<file path="src/rtl/instruction_fetch_unit.sv">
// instruction_fetch_unit: IDLE/RUN/HALTED fetch FSM with a one-entry registered output and redirect/halt control.
// Optional performance counters (fetch_count, stall_count) are enabled with FETCH_PERF_COUNTERS_EN.
module instruction_fetch_unit #(
  parameter int INSTRUCTION_MEMORY_ADDRESS_WIDTH = 16,
  parameter int INSTRUCTION_WIDTH = 32,
  parameter logic [INSTRUCTION_MEMORY_ADDRESS_WIDTH-1:0] RESET_PC = 16'h0000
) (
  input  logic clk,
  input  logic rst,
  input  logic start,
  input  logic halt_req,
  input  logic redirect_valid,
  input  logic [INSTRUCTION_MEMORY_ADDRESS_WIDTH-1:0] redirect_address,
  output logic [INSTRUCTION_MEMORY_ADDRESS_WIDTH-1:0] instruction_address,
  input  logic [INSTRUCTION_WIDTH-1:0] instruction_data,
  output logic fetch_valid,
  input  logic fetch_ready,
  output logic [INSTRUCTION_WIDTH-1:0] fetch_instruction,
  output logic [INSTRUCTION_MEMORY_ADDRESS_WIDTH-1:0] fetch_pc,
`ifdef FETCH_PERF_COUNTERS_EN
  output logic busy,
  output logic [31:0] fetch_count,
  output logic [31:0] stall_count
`else
  output logic busy
`endif
);
  localparam int AW = INSTRUCTION_MEMORY_ADDRESS_WIDTH;
  localparam int IW = INSTRUCTION_WIDTH;
  localparam logic [AW-1:0] PC_ONE = 1;
  typedef enum logic [1:0] {IDLE, RUN, HALTED} state_t;
  state_t state_q, state_d;
  logic [AW-1:0] pc_q, pc_d, fpc_q, fpc_d;
  logic [IW-1:0] instr_q, instr_d;
  logic valid_q, valid_d;
  logic slot_free, capture;
  assign slot_free = !valid_q || fetch_ready;
  assign capture = !redirect_valid && state_q == RUN && !halt_req && slot_free;
  always_ff @(posedge clk) begin
    if (rst) begin
      state_q <= IDLE;
      pc_q <= RESET_PC;
      fpc_q <= '0;
      instr_q <= '0;
      valid_q <= 1'b0;
    end else begin
      state_q <= state_d;
      pc_q <= pc_d;
      fpc_q <= fpc_d;
      instr_q <= instr_d;
      valid_q <= valid_d;
    end
  end
  // Redirect flushes the output and wins over everything but reset; halt keeps an unaccepted output.
  always_comb begin
    state_d = state_q;
    pc_d = pc_q;
    fpc_d = fpc_q;
    instr_d = instr_q;
    valid_d = valid_q;
    if (redirect_valid) begin
      pc_d = redirect_address;
      valid_d = 1'b0;
      state_d = (state_q == RUN && halt_req) ? HALTED : state_q;
    end else if (capture) begin
      instr_d = instruction_data;
      fpc_d = pc_q;
      valid_d = 1'b1;
      pc_d = pc_q + PC_ONE;
    end else if (state_q == RUN) begin
      state_d = halt_req ? HALTED : RUN;
      valid_d = valid_q && !(halt_req && fetch_ready);
    end else begin
      valid_d = valid_q && !fetch_ready;
      state_d = (start && !halt_req) ? RUN : state_q;
    end
  end
  assign instruction_address = pc_q;
  assign fetch_valid = valid_q;
  assign fetch_instruction = instr_q;
  assign fetch_pc = fpc_q;
  assign busy = state_q == RUN;
`ifdef FETCH_PERF_COUNTERS_EN
  logic [31:0] fcnt_q, scnt_q;
  always_ff @(posedge clk) begin
    if (rst) begin
      fcnt_q <= '0;
      scnt_q <= '0;
    end else begin
      fcnt_q <= fcnt_q + {31'd0, capture};
      scnt_q <= scnt_q + {31'd0, state_q == RUN && valid_q && !fetch_ready};
    end
  end
  assign fetch_count = fcnt_q;
  assign stall_count = scnt_q;
`endif
endmodule

</file>
<file path="config.mk">
export PLATFORM = sky130hd
export DESIGN_NAME = instruction_fetch_unit
export DESIGN_NICKNAME = d
export VERILOG_FILES = /design/src/rtl/instruction_fetch_unit.sv
export SDC_FILE = /design/constraint.sdc
export NUM_CORES = 1
export LEC_CHECK = 0
export CAP_MARGIN = 20
export CORE_AREA = 4 4 86 96
export DETAILED_ROUTE_END_ITERATION = 10
export DIE_AREA = 0 0 90 100
export PLACE_DENSITY_LB_ADDON = 0.3
export SYNTH_ARGS = -nofsm -noshare
export SYNTH_HDL_FRONTEND = slang
export SYNTH_SLANG_ARGS = --single-unit
export TNS_END_PERCENT = 5
</file>
<file path="constraint.sdc">
create_clock -name clk -period 2.23 [get_ports clk]
set_clock_uncertainty 0.05 [all_clocks]
set_input_delay 0.446 -clock clk [delete_from_list [all_inputs] [get_ports clk]]
set_output_delay 0.446 -clock clk [all_outputs]
set_load 0.05 [all_outputs]
</file>
Word level (Yosys, flattened, before mapping)
Cells that the tools add are included.

word-level totals
  register bits after elaboration = 67
  input port bits = 54
  output and inout bits = 66
  logic and storage cells = 39

cells by class
  muxes and demuxes = 10
  bitwise gates (word level) = 1
  add/subtract/negate cells = 1
  reductions and logical operators = 19
  equality and inequality tests = 3

operators by type and width
  kind                                                                     count
  16-bit 2-to-1 mux                                                        2
  16-bit by 1-bit adder with 16-bit output, second input constant          1
  2-bit 2-to-1 mux                                                         6
  1-bit logical AND                                                        8
  1-bit zero test                                                          5
  3-bit AND reduction                                                      1
  3-bit nonzero test                                                       1
  2-bit by 1-bit equality test with 1-bit output, second input constant    1
  1-bit 2-to-1 mux                                                         2
  2-bit by 1-bit inequality test with 1-bit output, second input constant  1
  2-bit inequality test, second input constant                             1
  2-bit AND reduction                                                      1
  2-bit nonzero test                                                       1
  2-bit OR reduction                                                       1
  1-bit logical OR                                                         1
  1-bit NOT                                                                1

Depth between registers and ports, before layout
Gate-level depths: netlist of run 1.

  depth after elaboration = 6
  mapped depth = 7

Worst setup path before layout of run 1
OpenSTA, ideal clock, no wires.

  kind = input port to flip-flop
  from = input port halt_req
  to = register pc_q[15] (netlist: instruction_address[15])
  stages = 6
  setup slack = 0.067 ns
  arrival = 1.997 ns
  setup time = 0.116 ns
  path through = or3b_1 -> buf_2 -> or3_1 -> clkbuf_2 -> or4_1 -> and3_1

between the ends
  cells in the longest elaborated chain, start to end = 4

ends and longest elaborated chain
  element                         RTL line  text
  start: declaration              11        input logic halt_req,
  1-bit zero test                 38        assign capture = !redirect_valid && state_q == RUN && !halt_req && slot_free;
  1-bit logical AND (2 in a row)  38
  2-bit nonzero test (no line)    n/a
  end signal: assignment          48        pc_q <= pc_d;
  end: declaration                33        logic [AW-1:0] pc_q, pc_d, fpc_q, fpc_d;

Every way passes these cells.
A chain may end at the register's enable or synchronous reset.

Worst setup path after layout of run 1
  from = input port halt_req
  to = register pc_q[11] (netlist: instruction_address[11])

Same word-level chain as after synthesis.

==> results.md, run 1 <==
- Status: complete, no violations
- Req. time, crit path: 2.42 ns
- Core outline area: 7310 sq um
- Antenna violations before repair: 0
- Syn Std Cell Area: 2720 sq um
- GPL Wtd Cong: 0.760
- Cells after DPL: 488
- Worst slew margin: 64.4%
- Setup tns final: 0 ns
- Startpoint types: primary input
- Clock power frac: 33.8%
- Total CTS buffers: 9
- Max incr delay on CP: 0.43 ns
- Final period utilization: 96.8%
- Initial DRT Pass Iterations: 4
- Worst Hold Class: primary input to flip-flop
- Port Buffers: 119
- Post-CTS Setup Inserts: 0
- Diode count: 0
- RSZ-0062 raised after global routing: no
- Final ANT Viol Nets: 0
- Post-synth top area share: 49.4%
- Routed WL: 7.37 mm
- Vias in the first global route: 2511
- Tot GR Track Use: 16.7%
- Element type at the critical path end: flip-flop
- Root Buffer: clkbuf_8
- Critical path cell sequence: clkdlybuf4s50_1 -> or3b_1 -> or3_4 -> or4_1 -> a311oi_1
- Post-synth EDFFs: 0
- Ranking of synthesized cells by area: dfxtp_1, mux2i_1, nor2_1
- #FFs+latches synth: 67
- Syn_area_per_cell: 9.60 sq um
- Fin. max-slew vios: 0
- Worst-Margin Slew: 0.533 ns
- Post-Syn Nets: 338
- Endpoints failing hold: 0
- H-Tree Depth: 3
- Layout cells sized above 1: 8.45%
- Chip Width: 90 um
- Critical-path top delay cell: or3_4
- Final instance count without filler cells: 501
- Clk sinks: 67
- Mapped Cells: 283
- Clk_lat worst skew: 0.33 ns
- Starting DRT DRC Count: 75
- First-pass GRT wire length: 12.2 mm
- Clk slew on worst S/H paths: 0.07 ns
- Pint: 1.81 mW
- Ys Warns: 0
- Top FF cell, synth: dfxtp_1
- Area of the die: 9000 sq um
- CTS max path bufs: 2
- Starting Density: 37.2%
- Resized Gates After CTS: 0
- Die height: 100 um
- Row cnt: 33
- Arr. time, crit path: 2.35 ns
- Routed via count: 2536
- Distinct cell type count after synthesis: 34
- Seq/Total Area, Yosys: 49.4%
- Largest net degree at the start of global routing: 36
- Top Ports: 120
- DPL Wire Length: 5.42 mm
- Synth async-reset ratio: 0%
- Sw Ratio: 26.3%
- Switching power: 645 uW
- Mean routed wirelength per cell: 14.7 um
- PwrDens: 578 nW/um^2
- Tmin final: 2.16 ns
- Power share of the combinational group: 15.0%
- TritonCTS clock tree: built
- Max Clock Freq: 463 MHz
- DR DRC count: 0
- Hold_buf cts: 0
- Area Growth Syn to Fin: 56.5%
- # nets final: 467
- Sequential Power Share: 51.3%
- Endpoints failing setup: 0
- Top cell type by total area after synthesis: dfxtp_1
- Critical-path maximum fanout: 9
- VDD IR-drop max: 0.320 mV
- Setup CP Type: primary input to flip-flop
- Aggregate global routing overflow: 0
- Vias/cell: 5.06
- LEAKAGE: 1.50 nW
- MaxCap Viol Count: 0
==> synth_stat cells (3+ instances only) <==
cell / instances
a211oi_1: 8
a311oi_1: 8
buf_2: 6
clkbuf_1: 12
dfxtp_1: 67
inv_1: 3
mux2i_1: 48
nand2_1: 7
nand3_1: 8
nand4_1: 4
nor2_1: 65
o21ai_0: 4
o31ai_1: 6
or3_1: 3
or4_1: 8
xor2_1: 4
==> power by group through the flow <==
stage	Clock, mW	Combinational (mW)	Sequential, mW
floorplan	0	0.0891	1.37
global placement	0	0.364	1.28
detailed placement	0	0.370	1.29
CTS	0.870	0.371	1.26
global route	0.925	0.391	1.26
finish	0.830	0.367	1.26
==> worst max-delay path: cells and delay by family <==
family	cells	cell delay, ns
compound gates	1	0.27
buf+inv	1	0.42
simple gates	3	1.22
==> cells in the final DEF (no fill, tap or decap), types with 2 or more instances in the layout <==
cell and n:
nand3_1 8, a211oi_1 8, o21ai_0 4, clkinv_2 2, nor2_1 65, clkbuf_8 10, o31ai_1 6, xnor2_1 2
or3_1 2, dlymetal6s2s_1 3, buf_4 17, nand2_1 7, clkdlybuf4s50_1 115, and4_1 2, mux2i_1 48, or4_1 8
dfxtp_1 67, xor2_1 4, nand4_1 4, a21oi_1 2, a311oi_1 8, inv_1 3
==> sequential cells by signal (all words and copies together), names as in the netlist <==
name                 count
state_q                  2
fetch_valid              1
instruction_address     16
fetch_pc                16
fetch_instruction       32
==> cell families after synthesis <==
logic type / share of synthesized area [%]
buf+inv: 3.36
compound gates: 8.11
flops: 49.4
simple gates: 19.1
mux: 17.7
xor+xnor: 1.93
fa+ha+maj: 0.461
==> worst paths after layout <==
kind	from	end	slack [ns]	cells after the start
min	rst	fetch_pc[9]	0.34	2
max	halt_req	instruction_address[11]	0.07	5
max reg2reg	instruction_address[2]	instruction_address[10]	0.15	4
min reg2reg	fetch_instruction[25]	fetch_instruction[25]	0.44	2
==> metrics by stage <==
stage / total power, mW / hold WS [ns] / worst slack [ns] / area [sq um] / utilization [%]
floorplan: 1.46 / 0.429 / 0.0675 / 2720 / -
global placement: 1.65 / 0.422 / -0.298 / 4080 / 55.9
detailed placement: 1.66 / 0.430 / -0.371 / 4080 / 55.9
CTS: 2.50 / 0.302 / 0.00258 / 4240 / 58.0
global route: 2.58 / 0.312 / 0.00688 / 4250 / 58.2
finish: 2.46 / 0.339 / 0.0703 / 4250 / 58.2
==> final cells by class <==
| type | count | area, sq um |
|---|---|---|
| Clock buffer | 10 | 138 |
| Clock inverter | 3 | 17.5 |
| Fill cell | 637 | 3060 |
| Inverter | 3 | 11.3 |
| Multi-Input combinational cell | 194 | 1290 |
| Sequential cell | 67 | 1340 |
| Tap cell | 87 | 109 |
| Timing Repair Buffer | 137 | 1340 |
==> routing by layer <==
layer	part of all wire [%]	vias up	global-route usage [%]
li1	-	1261	-
met5	0	-	0
met2	48	89	27.2
met4	1.7	0	6.60
met3	7.0	13	5.85
met1	44	1173	20.2
Power figures use the tool's default switching activity.
==> run 2: changes to the inputs <==
==> constraint.sdc (replaced) <==
create_clock -name clk -period 2.23 [get_ports clk]
set_clock_uncertainty 0.05 [all_clocks]
set_input_delay 0.3345 -clock clk [delete_from_list [all_inputs] [get_ports clk]]
set_output_delay 0.3345 -clock clk [all_outputs]
set_load 0.05 [all_outputs]
==> run 2 against run 1 <==
Die area did not move. First-iteration DRC count is 44% lower. Combinational power is 1% higher. Critical path depth fell by 4. Clock power shrank 1%. Sequential cell count unchanged.
==> results.md, run 2 (synthesized netlist as in run 1, its figures left out) <==
- Arr. time, crit path: 1.68 ns (-0.67 ns)
- First-pass GRT wire length: 12.3 mm (+1.1%)
- Final period utilization: 92.4% (-4.4 points)
- Port Buffers: 119 (unchanged)
- Core Util, Final: 58.1% (-0.086 points)
- Mean routed wirelength per cell: 14.8 um (+0.60%)
- Setup tns final: 0 ns (unchanged)
- Worst-Margin Slew: 0.519 ns (-0.0140 ns)
- Worst Hold Depth: 4 (+2)
- Routed via count: 2523 (-0.51%)
- GPL Wtd Cong: 0.764 (+0.57%)
- Vias/cell: 5.02 (-0.91%)
- Max Clock Freq: 485 MHz (+4.8%)
- Layout cells sized above 1: 8.41% (-0.041 points)
- LEAKAGE: 1.46 nW (-3.0%)
- Worst slew margin: 65.3% (+0.91 points)
- Req. time, crit path: 1.85 ns (-0.57 ns)
- Total CTS buffers: 9 (unchanged)
- PwrDens: 576 nW/um^2 (-0.31%)
- Initial DRT Pass Iterations: 4 (unchanged)
- Max incr delay on CP: 0.86 ns (+0.43 ns)
- Final ANT Viol Nets: 0 (unchanged)
- Crit-path leading delay family: buffers and inverters
- Critical path depth: 1 (-4)
- DPL Wire Length: 5.36 mm (-1.1%)
- Post-CTS Setup Inserts: 0 (unchanged)
- Endpoints failing setup: 0 (unchanged)
- DR DRC count: 0 (unchanged)
- Vias in the first global route: 2550 (+1.6%)
- Tmin final: 2.06 ns (-0.0984 ns)
- Starting Density: 37.2% (unchanged)
- Element type at the critical path end: primary output
- Row cnt: 33 (unchanged)
- Largest net degree at the start of global routing: 39 (+8.3%)
- # fillers: 663 (+4.1%)
- Worst Reg-to-Reg Cells: 4 (unchanged)
- MaxCap Viol Count: 0 (unchanged)
- Startpoint types: flip-flop
- Max reg flops: 32 (unchanged)
- Root Buffer: clkbuf_8
- Critical-path maximum fanout: 9 (unchanged)
- Final instance count without filler cells: 503 (+0.40%)
- Critical-path top delay cell: clkdlybuf4s50_1
- Antenna violations before repair: 0 (unchanged)
- Tot GR Track Use: 16.7% (+0.072 points)
- Diode count: 0 (unchanged)
- CTS max path bufs: 2 (unchanged)
- Commonest non-fill, non-tap cell in the layout: clkdlybuf4s50_1
- Status: complete, no violations
- Top Ports: 120 (unchanged)
- Chip Width: 90 um (unchanged)
- Core outline area: 7310 sq um (unchanged)
- VDD IR-drop max: 0.312 mV (-2.5%)
- WP buf/inv: 1 (unchanged)
- Critical path cell sequence: clkdlybuf4s50_1
- H-Tree Depth: 3 (unchanged)
- RSZ-0062 raised after global routing: no
- Cells after DPL: 489 (+0.20%)
- Clk slew on worst S/H paths: 0.07 ns (about the same)
- Area of the die: 9000 sq um (unchanged)
- # nets final: 468 (+0.21%)
- DP Worst Slack: -0.253 ns (+0.118 ns)
- Endpoints failing hold: 0 (unchanged)
- Starting DRT DRC Count: 42 (-44%)
- Setup CP Type: flip-flop to primary output
- TritonCTS clock tree: built
- Fin. max-slew vios: 0 (unchanged)
- Worst Hold Class: primary input to flip-flop
- Area Growth Syn to Fin: 56.3%
- Total power: 2.45 mW (-0.46%)
- Clk_lat worst skew: 0.33 ns (about the same)
- Clk sinks: 67 (unchanged)
- Most frequent cells in the layout: clkdlybuf4s50_1, dfxtp_1, nor2_1
- Aggregate global routing overflow: 0 (unchanged)
- Fin worst setup slack: 0.169 ns (+0.0984 ns)
- R2R Setup Slk: 0.24 ns (+0.09 ns)
- Die height: 100 um (unchanged)
- Routed WL: 7.44 mm (+1.0%)
[run 2: cell count changes in the layout (fill, tap and decap cells not counted), sizes merged]
| cell | delta |
|---|---|
| clkdlybuf4s50 | +3 |
| dlymetal6s2s | -3 |
| buf | +1 |
| clkbuf | +1 |
[run 2: worst paths after layout]
check	from	to
worst max-delay path	instruction_address[7]	instruction_address[7]
worst min-delay path	rst	instruction_address[12]
worst max register to register	instruction_address[5]	instruction_address[9]
worst min register to register	fetch_instruction[6]	fetch_instruction[6]
[run 2: per-layer routing]
metal / GRT usage, % / vias to the layer above / part of all wire (%)
met4: 5.06 / 0 / 0.85
met1: 19.9 / 1176 / 44
met5: 0 / - / 0
li1: - / 1262 / -
met2: 28.9 / 77 / 49
met3: 5.55 / 8 / 6.2
[run 2: cell type report]
cell class                 instances  area [sq um]  area share, %
tap                               87           109           2.56
timing repair buffer             138          1340           31.6
clock buffer                      11           131           3.09
clock inverter                     3          17.5          0.413
sequential                        67          1340           31.6
multi-input combinational        194          1290           30.5
inverter                           3          11.3          0.265
[run 2: what timing repair did]
action | in CTS | in global routing
hold buffers | 0 | 0
setup endpoints to repair | 0 | 1
gates resized for setup | 0 | 1
hold endpoints to repair | 0 | 0
[run 2: power breakdown]
part | internal (mW) | switching, mW
combinational | 0.177 | 0.194
clock | 0.388 | 0.430
sequential | 1.23 | 0.0316
[run 2: metrics by stage]
stage	area (sq um)	hold slack, ns
floorplan	2720	0.429
global placement	4090	0.422
detailed placement	4090	0.433
CTS	4240	0.345
global route	4250	0.393
finish	4250	0.366
